<file path="config.mk">
export PLATFORM = sky130hd
export DESIGN_NAME = id_ex_stage_reg_flat
export DESIGN_NICKNAME = d
export VERILOG_FILES = /design/src/rtl/id_ex_stage_reg_if.sv /design/src/rtl/id_ex_stage_reg.sv /design/src/flat_wrapper.sv
export SDC_FILE = /design/constraint.sdc
export NUM_CORES = 1
export LEC_CHECK = 0
export CORE_MARGIN = 5
export CORE_UTILIZATION = 39
export DETAILED_ROUTE_END_ITERATION = 10
export PLACE_DENSITY_LB_ADDON = 0.2
export SYNTH_ARGS = -nofsm -noshare
export SYNTH_HDL_FRONTEND = slang
export SYNTH_SLANG_ARGS = --single-unit
</file>
<file path="constraint.sdc">
create_clock -name clk -period 2.7 [get_ports clk]
set_clock_uncertainty 0.05 [all_clocks]
set_input_delay 0.405 -clock clk [delete_from_list [all_inputs] [get_ports clk]]
set_output_delay 0.405 -clock clk [all_outputs]
set_load 0.005 [all_outputs]
</file>
<file path="src/rtl/id_ex_stage_reg_if.sv">
// ID/EX boundary bundle: decoded ID fields and EX/MEM hazard info in,
// registered EX fields and the load-use stall request out.
interface id_ex_stage_reg_if #(
  parameter int XLEN    = 32,
  parameter int REG_AW  = 5,
  parameter int ALUOP_W = 4
);
  logic               id_valid;
  logic [REG_AW-1:0]  id_rs1, id_rs2, id_rd;
  logic               id_use_rs1, id_use_rs2;
  logic [XLEN-1:0]    id_read_data_1, id_read_data_2, id_imm;
  logic               id_alu_src, id_mem_read, id_mem_write, id_reg_write, id_mem_to_reg;
  logic [ALUOP_W-1:0] id_alu_op;
  logic [REG_AW-1:0]  mem_rd;
  logic               mem_reg_write;
  logic               flush, hold;

  logic               stall_ifid;
  logic               ex_valid;
  logic [REG_AW-1:0]  ex_rs1, ex_rs2, ex_rd;
  logic [XLEN-1:0]    ex_read_data_1, ex_read_data_2, ex_imm;
  logic               ex_alu_src, ex_mem_read, ex_mem_write, ex_reg_write, ex_mem_to_reg;
  logic [ALUOP_W-1:0] ex_alu_op;
  logic [1:0]         ex_forward_a, ex_forward_b;

  modport slave (
    input  id_valid, id_rs1, id_rs2, id_rd, id_use_rs1, id_use_rs2,
           id_read_data_1, id_read_data_2, id_imm,
           id_alu_src, id_mem_read, id_mem_write, id_reg_write, id_mem_to_reg, id_alu_op,
           mem_rd, mem_reg_write, flush, hold,
    output stall_ifid, ex_valid, ex_rs1, ex_rs2, ex_rd,
           ex_read_data_1, ex_read_data_2, ex_imm,
           ex_alu_src, ex_mem_read, ex_mem_write, ex_reg_write, ex_mem_to_reg, ex_alu_op,
           ex_forward_a, ex_forward_b
  );

  modport master (
    output id_valid, id_rs1, id_rs2, id_rd, id_use_rs1, id_use_rs2,
           id_read_data_1, id_read_data_2, id_imm,
           id_alu_src, id_mem_read, id_mem_write, id_reg_write, id_mem_to_reg, id_alu_op,
           mem_rd, mem_reg_write, flush, hold,
    input  stall_ifid, ex_valid, ex_rs1, ex_rs2, ex_rd,
           ex_read_data_1, ex_read_data_2, ex_imm,
           ex_alu_src, ex_mem_read, ex_mem_write, ex_reg_write, ex_mem_to_reg, ex_alu_op,
           ex_forward_a, ex_forward_b
  );
endinterface

</file>
<file path="src/rtl/id_ex_stage_reg.sv">
// ID/EX pipeline register with load-use stall detection, branch flush and
// forwarding selects pre-decoded in ID so EX sees only a registered mux select.
module id_ex_stage_reg #(
  parameter int XLEN    = 32,
  parameter int REG_AW  = 5,
  parameter int ALUOP_W = 4
) (
  input logic clk,
  input logic rst,
  id_ex_stage_reg_if.slave bus
);

  typedef struct packed {
    logic               valid;
    logic [REG_AW-1:0]  rs1;
    logic [REG_AW-1:0]  rs2;
    logic [REG_AW-1:0]  rd;
    logic [XLEN-1:0]    read_data_1;
    logic [XLEN-1:0]    read_data_2;
    logic [XLEN-1:0]    imm;
    logic               alu_src;
    logic               mem_read;
    logic               mem_write;
    logic               reg_write;
    logic               mem_to_reg;
    logic [ALUOP_W-1:0] alu_op;
    logic [1:0]         forward_a;
    logic [1:0]         forward_b;
  } ex_t;

  ex_t  ex_q;
  ex_t  load_d;
  logic stall;

  // EX/MEM (10) beats WB (01); the instruction now in EX reaches MEM next cycle.
  function automatic logic [1:0] fwd_sel(
    input logic              use_rs,
    input logic [REG_AW-1:0] rs,
    input logic              ex_hit_en,
    input logic [REG_AW-1:0] ex_rd,
    input logic              mem_hit_en,
    input logic [REG_AW-1:0] mem_rd
  );
    logic [1:0] sel;
    sel = 2'b00;
    if (use_rs) begin
      if (ex_hit_en && (ex_rd != '0) && (ex_rd == rs))
        sel = 2'b10;
      else if (mem_hit_en && (mem_rd != '0) && (mem_rd == rs))
        sel = 2'b01;
    end
    return sel;
  endfunction

  assign stall = ~rst & ~bus.flush & ex_q.valid & ex_q.mem_read & (ex_q.rd != '0)
               & bus.id_valid
               & ((bus.id_use_rs1 & (bus.id_rs1 == ex_q.rd))
                | (bus.id_use_rs2 & (bus.id_rs2 == ex_q.rd)));

  always_comb begin
    load_d             = '0;
    load_d.valid       = bus.id_valid;
    load_d.rs1         = bus.id_rs1;
    load_d.rs2         = bus.id_rs2;
    load_d.rd          = bus.id_rd;
    load_d.read_data_1 = bus.id_read_data_1;
    load_d.read_data_2 = bus.id_read_data_2;
    load_d.imm         = bus.id_imm;
    load_d.alu_src     = bus.id_alu_src    & bus.id_valid;
    load_d.mem_read    = bus.id_mem_read   & bus.id_valid;
    load_d.mem_write   = bus.id_mem_write  & bus.id_valid;
    load_d.reg_write   = bus.id_reg_write  & bus.id_valid;
    load_d.mem_to_reg  = bus.id_mem_to_reg & bus.id_valid;
    load_d.alu_op      = bus.id_alu_op & {ALUOP_W{bus.id_valid}};
    if (bus.id_valid) begin
      load_d.forward_a = fwd_sel(bus.id_use_rs1, bus.id_rs1, ex_q.valid & ex_q.reg_write,
                                 ex_q.rd, bus.mem_reg_write, bus.mem_rd);
      load_d.forward_b = fwd_sel(bus.id_use_rs2, bus.id_rs2, ex_q.valid & ex_q.reg_write,
                                 ex_q.rd, bus.mem_reg_write, bus.mem_rd);
    end
  end

  // A bubble is the all-zero record, identical to the reset state.
  always_ff @(posedge clk) begin
    if (rst)
      ex_q <= '0;
    else if (bus.flush)
      ex_q <= '0;
    else if (bus.hold)
      ex_q <= ex_q;
    else if (stall)
      ex_q <= '0;
    else
      ex_q <= load_d;
  end

  assign bus.stall_ifid     = stall;
  assign bus.ex_valid       = ex_q.valid;
  assign bus.ex_rs1         = ex_q.rs1;
  assign bus.ex_rs2         = ex_q.rs2;
  assign bus.ex_rd          = ex_q.rd;
  assign bus.ex_read_data_1 = ex_q.read_data_1;
  assign bus.ex_read_data_2 = ex_q.read_data_2;
  assign bus.ex_imm         = ex_q.imm;
  assign bus.ex_alu_src     = ex_q.alu_src;
  assign bus.ex_mem_read    = ex_q.mem_read;
  assign bus.ex_mem_write   = ex_q.mem_write;
  assign bus.ex_reg_write   = ex_q.reg_write;
  assign bus.ex_mem_to_reg  = ex_q.mem_to_reg;
  assign bus.ex_alu_op      = ex_q.alu_op;
  assign bus.ex_forward_a   = ex_q.forward_a;
  assign bus.ex_forward_b   = ex_q.forward_b;

endmodule

</file>
<file path="src/flat_wrapper.sv">
// flat-port wrapper written by rule: the top's interface ports become plain ports
module id_ex_stage_reg_flat 
#(
  parameter int XLEN    = 32,
  parameter int REG_AW  = 5,
  parameter int ALUOP_W = 4
)
  (clk, rst, bus_id_valid, bus_id_rs1, bus_id_rs2, bus_id_rd, bus_id_use_rs1, bus_id_use_rs2, bus_id_read_data_1, bus_id_read_data_2, bus_id_imm, bus_id_alu_src, bus_id_mem_read, bus_id_mem_write, bus_id_reg_write, bus_id_mem_to_reg, bus_id_alu_op, bus_mem_rd, bus_mem_reg_write, bus_flush, bus_hold, bus_stall_ifid, bus_ex_valid, bus_ex_rs1, bus_ex_rs2, bus_ex_rd, bus_ex_read_data_1, bus_ex_read_data_2, bus_ex_imm, bus_ex_alu_src, bus_ex_mem_read, bus_ex_mem_write, bus_ex_reg_write, bus_ex_mem_to_reg, bus_ex_alu_op, bus_ex_forward_a, bus_ex_forward_b);
  id_ex_stage_reg_if #(.XLEN(XLEN), .REG_AW(REG_AW), .ALUOP_W(ALUOP_W)) bus_i ();
  input logic clk;
  input logic rst;
  input wire logic [$bits(bus_i.id_valid)-1:0] bus_id_valid;
  input wire logic [$bits(bus_i.id_rs1)-1:0] bus_id_rs1;
  input wire logic [$bits(bus_i.id_rs2)-1:0] bus_id_rs2;
  input wire logic [$bits(bus_i.id_rd)-1:0] bus_id_rd;
  input wire logic [$bits(bus_i.id_use_rs1)-1:0] bus_id_use_rs1;
  input wire logic [$bits(bus_i.id_use_rs2)-1:0] bus_id_use_rs2;
  input wire logic [$bits(bus_i.id_read_data_1)-1:0] bus_id_read_data_1;
  input wire logic [$bits(bus_i.id_read_data_2)-1:0] bus_id_read_data_2;
  input wire logic [$bits(bus_i.id_imm)-1:0] bus_id_imm;
  input wire logic [$bits(bus_i.id_alu_src)-1:0] bus_id_alu_src;
  input wire logic [$bits(bus_i.id_mem_read)-1:0] bus_id_mem_read;
  input wire logic [$bits(bus_i.id_mem_write)-1:0] bus_id_mem_write;
  input wire logic [$bits(bus_i.id_reg_write)-1:0] bus_id_reg_write;
  input wire logic [$bits(bus_i.id_mem_to_reg)-1:0] bus_id_mem_to_reg;
  input wire logic [$bits(bus_i.id_alu_op)-1:0] bus_id_alu_op;
  input wire logic [$bits(bus_i.mem_rd)-1:0] bus_mem_rd;
  input wire logic [$bits(bus_i.mem_reg_write)-1:0] bus_mem_reg_write;
  input wire logic [$bits(bus_i.flush)-1:0] bus_flush;
  input wire logic [$bits(bus_i.hold)-1:0] bus_hold;
  output wire logic [$bits(bus_i.stall_ifid)-1:0] bus_stall_ifid;
  output wire logic [$bits(bus_i.ex_valid)-1:0] bus_ex_valid;
  output wire logic [$bits(bus_i.ex_rs1)-1:0] bus_ex_rs1;
  output wire logic [$bits(bus_i.ex_rs2)-1:0] bus_ex_rs2;
  output wire logic [$bits(bus_i.ex_rd)-1:0] bus_ex_rd;
  output wire logic [$bits(bus_i.ex_read_data_1)-1:0] bus_ex_read_data_1;
  output wire logic [$bits(bus_i.ex_read_data_2)-1:0] bus_ex_read_data_2;
  output wire logic [$bits(bus_i.ex_imm)-1:0] bus_ex_imm;
  output wire logic [$bits(bus_i.ex_alu_src)-1:0] bus_ex_alu_src;
  output wire logic [$bits(bus_i.ex_mem_read)-1:0] bus_ex_mem_read;
  output wire logic [$bits(bus_i.ex_mem_write)-1:0] bus_ex_mem_write;
  output wire logic [$bits(bus_i.ex_reg_write)-1:0] bus_ex_reg_write;
  output wire logic [$bits(bus_i.ex_mem_to_reg)-1:0] bus_ex_mem_to_reg;
  output wire logic [$bits(bus_i.ex_alu_op)-1:0] bus_ex_alu_op;
  output wire logic [$bits(bus_i.ex_forward_a)-1:0] bus_ex_forward_a;
  output wire logic [$bits(bus_i.ex_forward_b)-1:0] bus_ex_forward_b;
  assign bus_i.id_valid = bus_id_valid;
  assign bus_i.id_rs1 = bus_id_rs1;
  assign bus_i.id_rs2 = bus_id_rs2;
  assign bus_i.id_rd = bus_id_rd;
  assign bus_i.id_use_rs1 = bus_id_use_rs1;
  assign bus_i.id_use_rs2 = bus_id_use_rs2;
  assign bus_i.id_read_data_1 = bus_id_read_data_1;
  assign bus_i.id_read_data_2 = bus_id_read_data_2;
  assign bus_i.id_imm = bus_id_imm;
  assign bus_i.id_alu_src = bus_id_alu_src;
  assign bus_i.id_mem_read = bus_id_mem_read;
  assign bus_i.id_mem_write = bus_id_mem_write;
  assign bus_i.id_reg_write = bus_id_reg_write;
  assign bus_i.id_mem_to_reg = bus_id_mem_to_reg;
  assign bus_i.id_alu_op = bus_id_alu_op;
  assign bus_i.mem_rd = bus_mem_rd;
  assign bus_i.mem_reg_write = bus_mem_reg_write;
  assign bus_i.flush = bus_flush;
  assign bus_i.hold = bus_hold;
  assign bus_stall_ifid = bus_i.stall_ifid;
  assign bus_ex_valid = bus_i.ex_valid;
  assign bus_ex_rs1 = bus_i.ex_rs1;
  assign bus_ex_rs2 = bus_i.ex_rs2;
  assign bus_ex_rd = bus_i.ex_rd;
  assign bus_ex_read_data_1 = bus_i.ex_read_data_1;
  assign bus_ex_read_data_2 = bus_i.ex_read_data_2;
  assign bus_ex_imm = bus_i.ex_imm;
  assign bus_ex_alu_src = bus_i.ex_alu_src;
  assign bus_ex_mem_read = bus_i.ex_mem_read;
  assign bus_ex_mem_write = bus_i.ex_mem_write;
  assign bus_ex_reg_write = bus_i.ex_reg_write;
  assign bus_ex_mem_to_reg = bus_i.ex_mem_to_reg;
  assign bus_ex_alu_op = bus_i.ex_alu_op;
  assign bus_ex_forward_a = bus_i.ex_forward_a;
  assign bus_ex_forward_b = bus_i.ex_forward_b;
  id_ex_stage_reg #(.XLEN(XLEN), .REG_AW(REG_AW), .ALUOP_W(ALUOP_W)) u_core (.clk(clk), .rst(rst), .bus(bus_i));
endmodule
</file>
==> results.py <==
metrics = {
    "cts": {
        "clock-sinks": 125,
        "clock_latency_ns": 0.41,
        "cts_tree": "done",
        "cts_buffers": 17,
        "cts-root-buf": "clkbuf_16",
        "cts.clk_slew.worst_paths_ns": 0.05,
        "clockBufferDepth": 2,
        "cts_hold_buffers": 0,
        "htree_num_levels": 4,
    },
    "synth": {
        "synth_fp_nets": 725,
        "synthCells": 592,
        "yosysSeqAreaShare_pct": 51.8,
        "ys_ff_latch": 125,
        "synth_top_area_share_pct": 51.8,
        "netlist_top_cells_area": "dfxtp_1 52%, nand2_1 19%, o21ai_0 8.9%, o21ai_2 7.1%, clkbuf_1 2.2%",
        "yosys.area.top_type": "dfxtp_1",
        "postSynthAreaPerCell_um2": 8.16,
        "synthDistinctLibCells": 26,
        "syn_area_um2": 4830,
        "yosys_warnings": 0,
    },
    "setup_path": {
        "critPathRequiredTime_ns": 2.25,
        "cp.arrival_ns": 2.17,
        "crit_fanout": 2,
        "cp-end-kind": "primary output",
        "critPathKind": "in -> out",
        "r2r_start": "u_core.bus.ex_rd[3]$_SDFFE_PP0N_",
        "start_kind": "primary input",
        "startpoint": "bus_id_rs1[3]",
    },
    "timing": {
        "max-slew-margin-rel_pct": 64.4,
        "hold_viol_final": 0,
        "timing.fmax_ghz": 0.381,
        "tns_ns": 0,
        "finalMaxSlewViolations": 0,
        "period_share_pct": 97.1,
        "setup_violations": 0,
        "rsz0062_at_grt": "false",
        "timing.final.crit_period_ns": 2.62,
        "worst_pin_slew_ns": 0.531,
    },
    "die": {
        "dieWidth_um": 121,
        "coreArea_um2": 12100,
        "rows": 40,
        "start_util_pct": 40.1,
        "io_pins": 259,
        "fp.dieH_um": 121,
        "die_area_um2": 14700,
    },
    "final_layout": {
        "syn2layout_area_growth_pct": 70.0,
        "antenna_cells": 0,
        "final_common_cell": "clkdlybuf4s50_1",
        "instances_no_fill": 1036,
        "drive_above_1_share_pct": 11.5,
        "final_cell_mix": "257 x clkdlybuf4s50_1, 243 x nand2_1, 125 x dfxtp_1",
        "nNetsFinal": 989,
    },
    "place": {
        "dp_hpwl_mm": 11.9,
        "place_congestion": 0.865,
        "dp.cells": 1002,
        "io_buffers": 258,
    },
    "global_route": {
        "overflow": 0,
        "grt_first_pass_wirelength_mm": 24.3,
        "grt_max_degree": 84,
        "antenna_found_initial": 0,
        "grt_usage_pct": 20.8,
        "grt_pass1_vias": 4940,
    },
    "run_status": {
        "status": "completed",
    },
    "worst_hold_path": {
        "hp-class": "reg -> reg",
        "hp-start": "u_core.bus.ex_rs2[4]$_SDFFE_PP0N_",
    },
    "drt": {
        "vias_per_cell": 4.78,
        "routed_wl_mm": 15.8,
        "final_antenna_net_count": 0,
        "routedWlPerCell_um": 15.3,
        "first_pass_iters": 4,
        "vias": 4952,
        "drc_errors": 0,
        "drt_iter0_drc": 313,
    },
    "power_and_ir_drop": {
        "worst_ir_drop_vdd_uv": 296,
        "power_density_nw_per_um2": 539,
        "p_leak_nw": 2.96,
    },
    "job": {
        "drv_cap": 0,
    },
}
==> area by class of cell <==
class / count / area [um^2]
Fill cell: 982 / 3850
Multi-Input combinational cell: 425 / 2090
Timing Repair Buffer: 286 / 2890
Tap cell: 168 / 210
Sequential cell: 125 / 2500
Inverter: 1 / 3.75
Clock buffer: 23 / 478
Clock inverter: 8 / 42.5
==> final timing paths <==
path                                              to  slack [ns]  cells past startpoint
hold reg to reg    u_core.bus.ex_rs2[4]$_SDFFE_PP0N_        0.40                      2
hold / removal     u_core.bus.ex_rs2[4]$_SDFFE_PP0N_        0.40                      2
setup reg to reg  u_core.bus.ex_imm[28]$_SDFFE_PP0N_        0.13                      8
setup / recovery                      bus_stall_ifid        0.08                      6
==> worst max-delay path, cell delays in order <==
cell             delay (ns)
clkdlybuf4s50_1        0.42
nor2b_1                0.13
a2111o_1               0.42
or3_4                  0.35
a211oi_4               0.27
buf_6                  0.16
==> timing repair <==
item	in CTS	in global routing
endpoints found under the setup margin	1	63
gates resized for setup	7	1
pin swaps	2	3
endpoints found under the hold margin	0	0
setup buffers	0	2
cloned	0	1
==> per-layer routing <==
layer	vias up	part of all wire (%)	track usage, %
met1	2272	40	22.4
met5	-	0	0
met2	185	49	36.7
met3	29	8.5	7.51
li1	2466	-	-
met4	0	2.4	8.68
==> cell families (layout without fill, tap and decap cells) <==
| group | count (synthesis) | count (layout) | synth area share (%) |
|---|---|---|---|
| simple gates | 280 | 280 | 23.3 |
| compound gates | 129 | 129 | 17.0 |
| flops | 125 | 125 | 51.8 |
| buf+inv | 42 | 318 | 5.05 |
| xor+xnor | 16 | 16 | 2.90 |
==> where the power goes <==
group	total (mW)	internal [mW]	switching (mW)
clock network	1.99	1.23	0.762
logic	0.501	0.331	0.170
registers	1.94	1.91	0.0319
total	4.43	3.46	0.964
==> metrics by stage <==
step / setup WS [ns] / cell area [um^2] / util (%) / total power, mW / hold slack [ns]
2_1_floorplan: 0.292 / 4830 / - / 2.10 / 0.399
3_3_place_gp: -0.422 / 7640 / 63.4 / 2.47 / 0.383
3_5_place_dp: -0.458 / 7640 / 63.4 / 2.48 / 0.390
4_1_cts: 0.00141 / 8170 / 67.7 / 4.47 / 0.402
5_1_grt: 0.0180 / 8210 / 68.1 / 4.60 / 0.415
6_report: 0.0770 / 8210 / 68.1 / 4.43 / 0.400
==> cells in the mapped netlist (all sizes together) <==
master and count:
o2111ai 1, a211oi 1, nor2 3, nor3 3, nor2b 3, dfxtp 125, o211ai 1, a2111o 1
clkbuf 36, or4 1, and2 2, inv 1, nor4 3, nand4 4, o21ai 125, nand3 11
buf 5, xor2 8, or3 4, xnor2 8, nand2b 3, nand2 243
No activity file was read; power rests on OpenSTA's default activity.
